`src/rtl/sign_narrow_if.sv`:
```
// Valid/ready handshake bundle for the signed-narrowing stream unit.
// The slave modport is the narrowing block; master is its producer/consumer side.
interface sign_narrow_if #(
   parameter int IN_W  = 8,
   parameter int OUT_W = 6
);
   logic             in_valid;
   logic             in_ready;
   logic [IN_W-1:0]  in_data;
   logic             out_valid;
   logic             out_ready;
   logic [OUT_W-1:0] out_data;
   logic             out_ovf;

   modport master (
      output in_valid, in_data, out_ready,
      input  in_ready, out_valid, out_data, out_ovf
   );

   modport slave (
      input  in_valid, in_data, out_ready,
      output in_ready, out_valid, out_data, out_ovf
   );
endinterface

```
`src/rtl/sign_narrow.sv`:
```
// Streaming signed narrowing IN_W -> OUT_W with saturate/wrap, overflow flag,
// 2-entry output buffer and sticky/counted overflow statistics.
module sign_narrow #(
   parameter int IN_W  = 8,
   parameter int OUT_W = 6,
   parameter bit SAT   = 1'b1
) (
   input  logic         clk,
   input  logic         rst,
   sign_narrow_if.slave bus,
   input  logic         clr_stat,
   output logic         ovf_sticky,
   output logic [7:0]   ovf_count
);
   localparam int TW = IN_W - OUT_W + 1;

   logic [TW-1:0]    top_bits;
   logic             ovf;
   logic [OUT_W-1:0] sat_val;
   logic [OUT_W-1:0] conv;
   logic [OUT_W:0]   new_word;

   logic [OUT_W:0]   ent0_q, ent0_d;
   logic [OUT_W:0]   ent1_q, ent1_d;
   logic [1:0]       occ_q, occ_d;
   logic             sticky_q, sticky_d;
   logic [7:0]       cnt_q, cnt_d;
   logic             push, pop;

   // Representable iff every bit from the sign down to bit OUT_W-1 agrees.
   assign top_bits = bus.in_data[IN_W-1:OUT_W-1];
   assign ovf      = ~((&top_bits) | ~(|top_bits));
   assign sat_val  = bus.in_data[IN_W-1] ? {1'b1, {(OUT_W-1){1'b0}}}
                                         : {1'b0, {(OUT_W-1){1'b1}}};
   assign conv     = (ovf && SAT) ? sat_val : bus.in_data[OUT_W-1:0];
   assign new_word = {ovf, conv};

   assign bus.in_ready  = (occ_q != 2'd2) & ~rst;
   assign bus.out_valid = (occ_q != 2'd0);
   assign bus.out_data  = ent0_q[OUT_W-1:0];
   assign bus.out_ovf   = ent0_q[OUT_W];
   assign ovf_sticky    = sticky_q;
   assign ovf_count     = cnt_q;

   assign push = bus.in_valid & bus.in_ready;
   assign pop  = bus.out_valid & bus.out_ready;

   // ent0 is always the head; it keeps the last word once the buffer drains.
   always_comb begin
      ent0_d = ent0_q;
      ent1_d = ent1_q;
      occ_d  = occ_q;
      case ({push, pop})
         2'b10: begin
            if (occ_q == 2'd0) ent0_d = new_word;
            else               ent1_d = new_word;
            occ_d = occ_q + 2'd1;
         end
         2'b01: begin
            if (occ_q == 2'd2) ent0_d = ent1_q;
            occ_d = occ_q - 2'd1;
         end
         2'b11: ent0_d = new_word;
         default: ;
      endcase
   end

   // Clear takes effect first so a same-cycle overflow still counts as one.
   always_comb begin
      sticky_d = clr_stat ? 1'b0 : sticky_q;
      cnt_d    = clr_stat ? 8'd0 : cnt_q;
      if (push && ovf) begin
         sticky_d = 1'b1;
         if (cnt_d != 8'hFF) cnt_d = cnt_d + 8'd1;
      end
   end

   always_ff @(posedge clk) begin
      if (rst) begin
         ent0_q   <= '0;
         ent1_q   <= '0;
         occ_q    <= 2'd0;
         sticky_q <= 1'b0;
         cnt_q    <= 8'd0;
      end else begin
         ent0_q   <= ent0_d;
         ent1_q   <= ent1_d;
         occ_q    <= occ_d;
         sticky_q <= sticky_d;
         cnt_q    <= cnt_d;
      end
   end
endmodule

```
`src/flat_wrapper.sv`:
```
// flat-port wrapper written by rule: the top's interface ports become plain ports
module sign_narrow_flat 
#(
   parameter int IN_W  = 8,
   parameter int OUT_W = 6,
   parameter bit SAT   = 1'b1
)
  (clk, rst, clr_stat, ovf_sticky, ovf_count, bus_in_valid, bus_in_data, bus_out_ready, bus_in_ready, bus_out_valid, bus_out_data, bus_out_ovf);
  sign_narrow_if #(.IN_W(IN_W), .OUT_W(OUT_W)) bus_i ();
  input  logic clk;
  input  logic rst;
  input  logic clr_stat;
  output logic ovf_sticky;
  output logic [7:0] ovf_count;
  input wire logic [$bits(bus_i.in_valid)-1:0] bus_in_valid;
  input wire logic [$bits(bus_i.in_data)-1:0] bus_in_data;
  input wire logic [$bits(bus_i.out_ready)-1:0] bus_out_ready;
  output wire logic [$bits(bus_i.in_ready)-1:0] bus_in_ready;
  output wire logic [$bits(bus_i.out_valid)-1:0] bus_out_valid;
  output wire logic [$bits(bus_i.out_data)-1:0] bus_out_data;
  output wire logic [$bits(bus_i.out_ovf)-1:0] bus_out_ovf;
  assign bus_i.in_valid = bus_in_valid;
  assign bus_i.in_data = bus_in_data;
  assign bus_i.out_ready = bus_out_ready;
  assign bus_in_ready = bus_i.in_ready;
  assign bus_out_valid = bus_i.out_valid;
  assign bus_out_data = bus_i.out_data;
  assign bus_out_ovf = bus_i.out_ovf;
  sign_narrow #(.IN_W(IN_W), .OUT_W(OUT_W), .SAT(SAT)) u_core (.clk(clk), .rst(rst), .bus(bus_i), .clr_stat(clr_stat), .ovf_sticky(ovf_sticky), .ovf_count(ovf_count));
endmodule
```
`config.mk`:
```
export PLATFORM = sky130hd
export DESIGN_NAME = sign_narrow_flat
export DESIGN_NICKNAME = d
export VERILOG_FILES = /design/src/rtl/sign_narrow_if.sv /design/src/rtl/sign_narrow.sv /design/src/flat_wrapper.sv
export SDC_FILE = /design/constraint.sdc
export NUM_CORES = 1
export LEC_CHECK = 0
export BUFFER_PORTS_ARGS = -buffer_cell sky130_fd_sc_hd__buf_2
export CORE_MARGIN = 4
export CORE_UTILIZATION = 59
export CTS_BUF_LIST = sky130_fd_sc_hd__clkbuf_8
export DETAILED_ROUTE_END_ITERATION = 16
export PLACE_DENSITY = 0.87
export SLEW_MARGIN = 20
export SYNTH_ARGS = -nofsm -noshare
export SYNTH_HDL_FRONTEND = slang
export SYNTH_SLANG_ARGS = --single-unit
```
`constraint.sdc`:
```
create_clock -name clk -period 4.86 [get_ports clk]
set_input_delay 0.486 -clock clk [delete_from_list [all_inputs] [get_ports clk]]
set_output_delay 0.486 -clock clk [all_outputs]
set_load 0.02 [all_outputs]
```
# After elaboration in Yosys (flattened, before gate mapping)
# Cells that the tools add are included.
# Widths: inputs -> output; s select.
word_totals:
  inputBits: 13
  regBits: 25
  out_inout_bits: 18
  word_cells: 45
op_classes:
  bitwise: 8
  addsub: 3
  reduce_logical: 10
  mux: 11
  eq_ne: 8
op_table:
  columns: ["cell", "count"]
  rows:
  - ["$mux 8", 3]
  - ["$pmux 7 s3", 1]
  - ["$mux 7", 2]
  - ["$mux 6", 2]
  - ["$add 8x1->8 const B", 1]
  - ["$ne 8x8->1 const B", 1]
  - ["$eq 2x2->1 const B", 3]
  - ["$reduce_and 3->1", 2]
  - ["$reduce_bool 2->1", 3]
  - ["$ne 2x1->1 const B", 2]
  - ["$not 1->1", 4]
  - ["$pmux 2 s2", 1]
  - ["$and 1x1->1", 3]
  - ["$reduce_bool 3->1", 1]
  - ["$reduce_or 3->1", 1]
  - ["$add 2x1->2 const B", 1]
  - ["$eq 2x1->1 const B", 1]
  - ["$logic_not 2->1", 1]
  - ["$mux 1", 2]
  - ["$ne 2x2->1 const B", 1]
  - ["$reduce_and 2->1", 1]
  - ["$sub 2x1->2 const B", 1]
  - ["$logic_and 1x1->1", 1]
  - ["$or 1x1->1", 1]

# Longest topological paths before layout
logic_depth:
  word_depth: 6
  mapped_depth: 10
  depth_no_buf: 8

# Worst setup path after synthesis
# OpenSTA, ideal clock, no wires.
synth_timing:
  path_type: "register to register"
  startpoint: "register u_core.occ_q[0]"
  endpoint: "register u_core.ent0_q[2]"
  t_required_ns: 4.774
  path_slack_ns: 2.378
  setup_time_ns: 0.086
  arrival_time_ns: 2.397
  n_path_buf: 2
  synth_period_minus_slack_ns: 2.482
  stages_incl_launch_ff: 11
  cell_sequence: "dfxtp_1 > or2_2 > nand2_1 > inv_1 > ha_1 > clkbuf_1 > mux2_2 > o31ai_1 > clkbuf_1 > nor2_1 > a211oi_1"
synth_between:
  word_cells_on_any_way: 15
  cone_classes: "eq/ne (7); mux (1); bitwise (3); reduce/logical (4)"
synth_rtl:
  columns: ["element", "line_no", "text"]
  rows:
  - ["start: declaration", "sign_narrow.sv:25", "logic [1:0] occ_q, occ_d;"]
  - ["start signal: assignment", "sign_narrow.sv:82", "occ_q <= 2'd0;"]
  - ["start signal: assignment", "sign_narrow.sv:88", "occ_q <= occ_d;"]
  - ["$reduce_bool 2->1 *", "sign_narrow.sv:39", "assign bus.out_valid = (occ_q != 2'd0);"]
  - ["named net bus_out_valid", "flat_wrapper.sv:19", "output wire logic [$bits(bus_i.out_valid)-1:0] bus_out_valid;"]
  - ["$and 1x1->1 *", "sign_narrow.sv:46", "assign pop = bus.out_valid & bus.out_ready;"]
  - ["$eq 2x1->1 / $eq 2x2->1 (equally long branches)", "sign_narrow.sv:53", "case ({push, pop})"]
  - ["$ne 2x1->1 (no source line) / $reduce_bool 3->1 (equally long branches)", null, null]
  - ["$reduce_and 3->1 (no source line)", null, null]
  - ["end signal: assignment", "sign_narrow.sv:86", "ent0_q <= ent0_d;"]
  - ["end: declaration", "sign_narrow.sv:23", "logic [OUT_W:0] ent0_q, ent0_d;"]
# The timed path passes the listed nets; every way through them passes the cells marked *.
# A chain may end at the register's enable or synchronous reset.

# Worst setup path after layout
layout_timing:
  startpoint: "input rst"
  endpoint: "register u_core.ent0_q[2]"
layout_between:
  elab_chain_len: 6
  word_cells_on_any_way: 11
  cone_classes: "eq/ne (5); mux (1); bitwise (3); reduce/logical (2)"
layout_rtl:
  columns: ["element", "line_no", "text"]
  rows:
  - ["start: declaration", "flat_wrapper.sv:11", "input logic rst;"]
  - ["$not 1->1", "sign_narrow.sv:38", "assign bus.in_ready = (occ_q != 2'd2) & ~rst;"]
  - ["$and 1x1->1", "sign_narrow.sv:38", null]
  - ["$and 1x1->1", "sign_narrow.sv:45", "assign push = bus.in_valid & bus.in_ready;"]
  - ["$eq 2x1->1 / $eq 2x2->1 (equally long branches)", "sign_narrow.sv:53", null]
  - ["$ne 2x1->1 (no source line) / $reduce_bool 3->1 (equally long branches)", null, null]
  - ["$reduce_and 3->1 (no source line)", null, null]
# Several ways; a longest one is shown, not always the timed one.

==> run metrics <==
Die Span X 55.0 um; synthesis-stage register bit count 25; Max VDD drop 326 uV; net count after synthesis 177; DRT iter0 DRCs 26; commonest cells after routing, fill and taps aside buf_2 (30), dfxtp_1 (25), nor2_1 (24); fin nets 205; Num CTS Buffers 3; Fmax about 410 MHz; Cell variety after synth 40; Startpoint Class input port; max incr delay on CP 390 ps; Total GRT Usage 21.4%; crit share post-route 50.6%; die height roughly 55 um; H-tree depth 1; Cell Area, Synth 1300 um^2; most frequent cell on the critical path nor2_1; Routability Congestion 0.806; PortBufs 30; clock sink count 25; drc violations 0; I/O Pins 31; Initial Util 64.4%; WL final 2.98 mm; via count between 1000 and 1500; Resized cells post-CTS 0; Final Skew 5.24 ps; Hold Path Stages 2; Arrival @ worst endpoint about 2600 ps; Post-Syn Area per Cell 8.08 um^2; Hold WC Path Type reg2reg; CP Capture Type flip-flop; worst r2r path cells 9; Worst-path clk slew 90 ps; Post-DRT Antenna Nets 0; Post-CTS Hold Buffers 0; number of diodes 0; Syn Inst Count 161; gr ovfl total 0; CTS Buffer Depth 2; Vias/cell 5.81; crit path cell chain buf_2 > nand2b_1 > nor2_1 > inv_1 > ha_1 > mux2_2 > o31ai_1 > buf_4 > nor2_1 > a211oi_1; vias in the first global route ~1100; core area 2020 um^2; P_leak 0.667 nW; row cnt 16; commonest non-fill, non-tap cell in the layout buf_2; Yosys warnings 0; Syn-to-layout area delta 15.9%; worst path required time just over 5000 ps; crit path max-delay cell type ha_1; root cell of the clock tree clkbuf_8; Final Hold Viols 0; crit path kind in2reg; # setup viols final 0; crit path max fanout 24; minimum clock period 2460 ps; status finished, final reports clean; number of max-cap violations 0; dpl hpwl between 2 and 2.5 mm; first-pass GRT wire length between 4 and 5 mm; RSZ-0062 raised after global routing false; total die area 3020 um^2; max-slew violations 0; TritonRoute pass-1 iters 5; largest net degree at the start of global routing 25; slew of the pin with the lowest slew margin 973 ps; Power, Total 0.000668 W; share of cells above drive strength 1 20.7%; Clock Latency Late Sink 270 ps; setup total negative slack 0 ps; CTS tree built; Post-CTS Repair Setup Buffers 0; Seq/Total Area, Yosys between 30% and 40%; initial antenna violation count 0; WL/cell 13.8 um; Slew HR between 30% and 40%; pwr dens 443 nW/um^2
[cells in the mapped netlist]
| master | instances | share of area [%] |
|---|---|---|
| a21boi_1 | 1 | 0.58 |
| nand2b_1 | 4 | 1.9 |
| buf_1 | 1 | 0.29 |
| or3_1 | 3 | 1.4 |
| a41o_1 | 1 | 0.77 |
| a21bo_2 | 1 | 0.77 |
| or4_1 | 2 | 1.2 |
| nor3_1 | 5 | 1.9 |
| o21ba_2 | 1 | 0.77 |
| xnor2_1 | 1 | 0.67 |
| mux2i_1 | 1 | 0.77 |
| a22oi_1 | 4 | 2.3 |
| a311oi_1 | 1 | 0.67 |
| o311ai_0 | 1 | 0.67 |
| o211a_1 | 2 | 1.5 |
| clkbuf_1 | 7 | 2.0 |
| a21oi_1 | 10 | 3.8 |
| or2_2 | 1 | 0.48 |
| nor4_1 | 1 | 0.48 |
| a21boi_0 | 1 | 0.58 |
| and2_1 | 1 | 0.48 |
| a32o_1 | 1 | 0.77 |
| inv_1 | 4 | 1.2 |
| dfxtp_1 | 25 | 38 |
| o21bai_1 | 4 | 2.3 |
| a211oi_1 | 10 | 5.8 |
| o21ai_0 | 4 | 1.5 |
| nand3_1 | 2 | 0.77 |
| nand4_1 | 2 | 0.96 |
| o21a_1 | 1 | 0.58 |
| and3_1 | 4 | 1.9 |
| mux2_2 | 2 | 1.7 |
| nor2_1 | 24 | 6.9 |
| o31a_1 | 1 | 0.67 |
| nor2b_1 | 4 | 1.9 |
| o31ai_1 | 3 | 1.7 |
| nand2_1 | 15 | 4.3 |
| xor2_1 | 1 | 0.67 |
| nor4bb_1 | 1 | 0.77 |
| ha_1 | 3 | 2.9 |
[worst paths after layout]
kind                                 startpoint  slack [ps]                       endpoint
setup / recovery                            rst        2400  u_core.ent0_q[2]$_SDFFE_PP0P_
hold / removal    u_core.ent1_q[5]$_SDFFE_PP0P_         460  u_core.ent1_q[5]$_SDFFE_PP0P_
setup reg to reg   u_core.occ_q[0]$_SDFFE_PP0P_        2430  u_core.ent0_q[2]$_SDFFE_PP0P_
hold reg to reg   u_core.ent1_q[5]$_SDFFE_PP0P_         460  u_core.ent1_q[5]$_SDFFE_PP0P_
[sequential cells by signal, summed over array words and instances, names as in the netlist]
name and flops:
u_core.ent1_q 7, u_core.ent0_q 7, u_core.ovf_sticky 1, u_core.ovf_count 8, u_core.occ_q 2
[critical path: cells and delay by family]
kind | cells | cell delay (ps)
and+or+nand+nor | 3 | 420
adders and majority gates | 1 | 390
muxes | 1 | 340
buffers and inverters | 3 | 550
AOI/OAI and AO/OA | 2 | 440
[cell type report]
cell class / instances / area (um^2)
clock inverters: 1 / 3.75
clock buffers: 3 / 41.3
well taps: 27 / 33.8
inverters: 4 / 15.0
flip-flops and latches: 25 / 500
multi-input cells: 124 / 756
fillers: 153 / 514
repair buffers: 31 / 158
[report_power, final]
part	leakage, nW	internal [W]	switching (W)
Combinational	0.436	0.000103	0.000163
Sequential	0.204	0.000251	0.0000299
Clock	0.0269	0.0000565	0.0000645
Total	0.667	0.000410	0.000258
[kinds of logic (layout without fill, tap and decap cells)]
logic type	Yosys count	count (layout)	synth area share (%)
AO/OA/AOI/OAI	47	47	25.9
buffers and inverters	12	39	3.46
adder cells (fa/ha/maj)	3	3	2.88
multiplexers	3	3	2.50
XOR/XNOR	2	2	1.35
AND/OR/NAND/NOR	69	69	25.5
flip-flops	25	25	38.5
[per-stage QoR]
step | util (%) | cells | hold WS (ps) | setup WS (ps) | cell area [um^2]
after global routing | 74.6 | 215 | 481 | 2190 | 1510
after CTS | 74.6 | 215 | 462 | 2400 | 1510
after floorplan | - | 161 | 436 | 2380 | 1300
after detailed placement | 72.3 | 211 | 450 | 2120 | 1460
after global placement | 72.3 | 211 | 450 | 2300 | 1460
final | 74.6 | 215 | 463 | 2400 | 1510
[metal layers]
| layer | GRT usage [%] | up-vias | share of wire [%] |
|---|---|---|---|
| met1 | 30.0 | 557 | 46 |
| met5 | 0 | - | 0 |
| met2 | 33.5 | 53 | 47 |
| met4 | 6.88 | 0 | 0.74 |
| met3 | 3.49 | 4 | 7.0 |
| li1 | - | 636 | - |
Power figures use the tool's default switching activity.
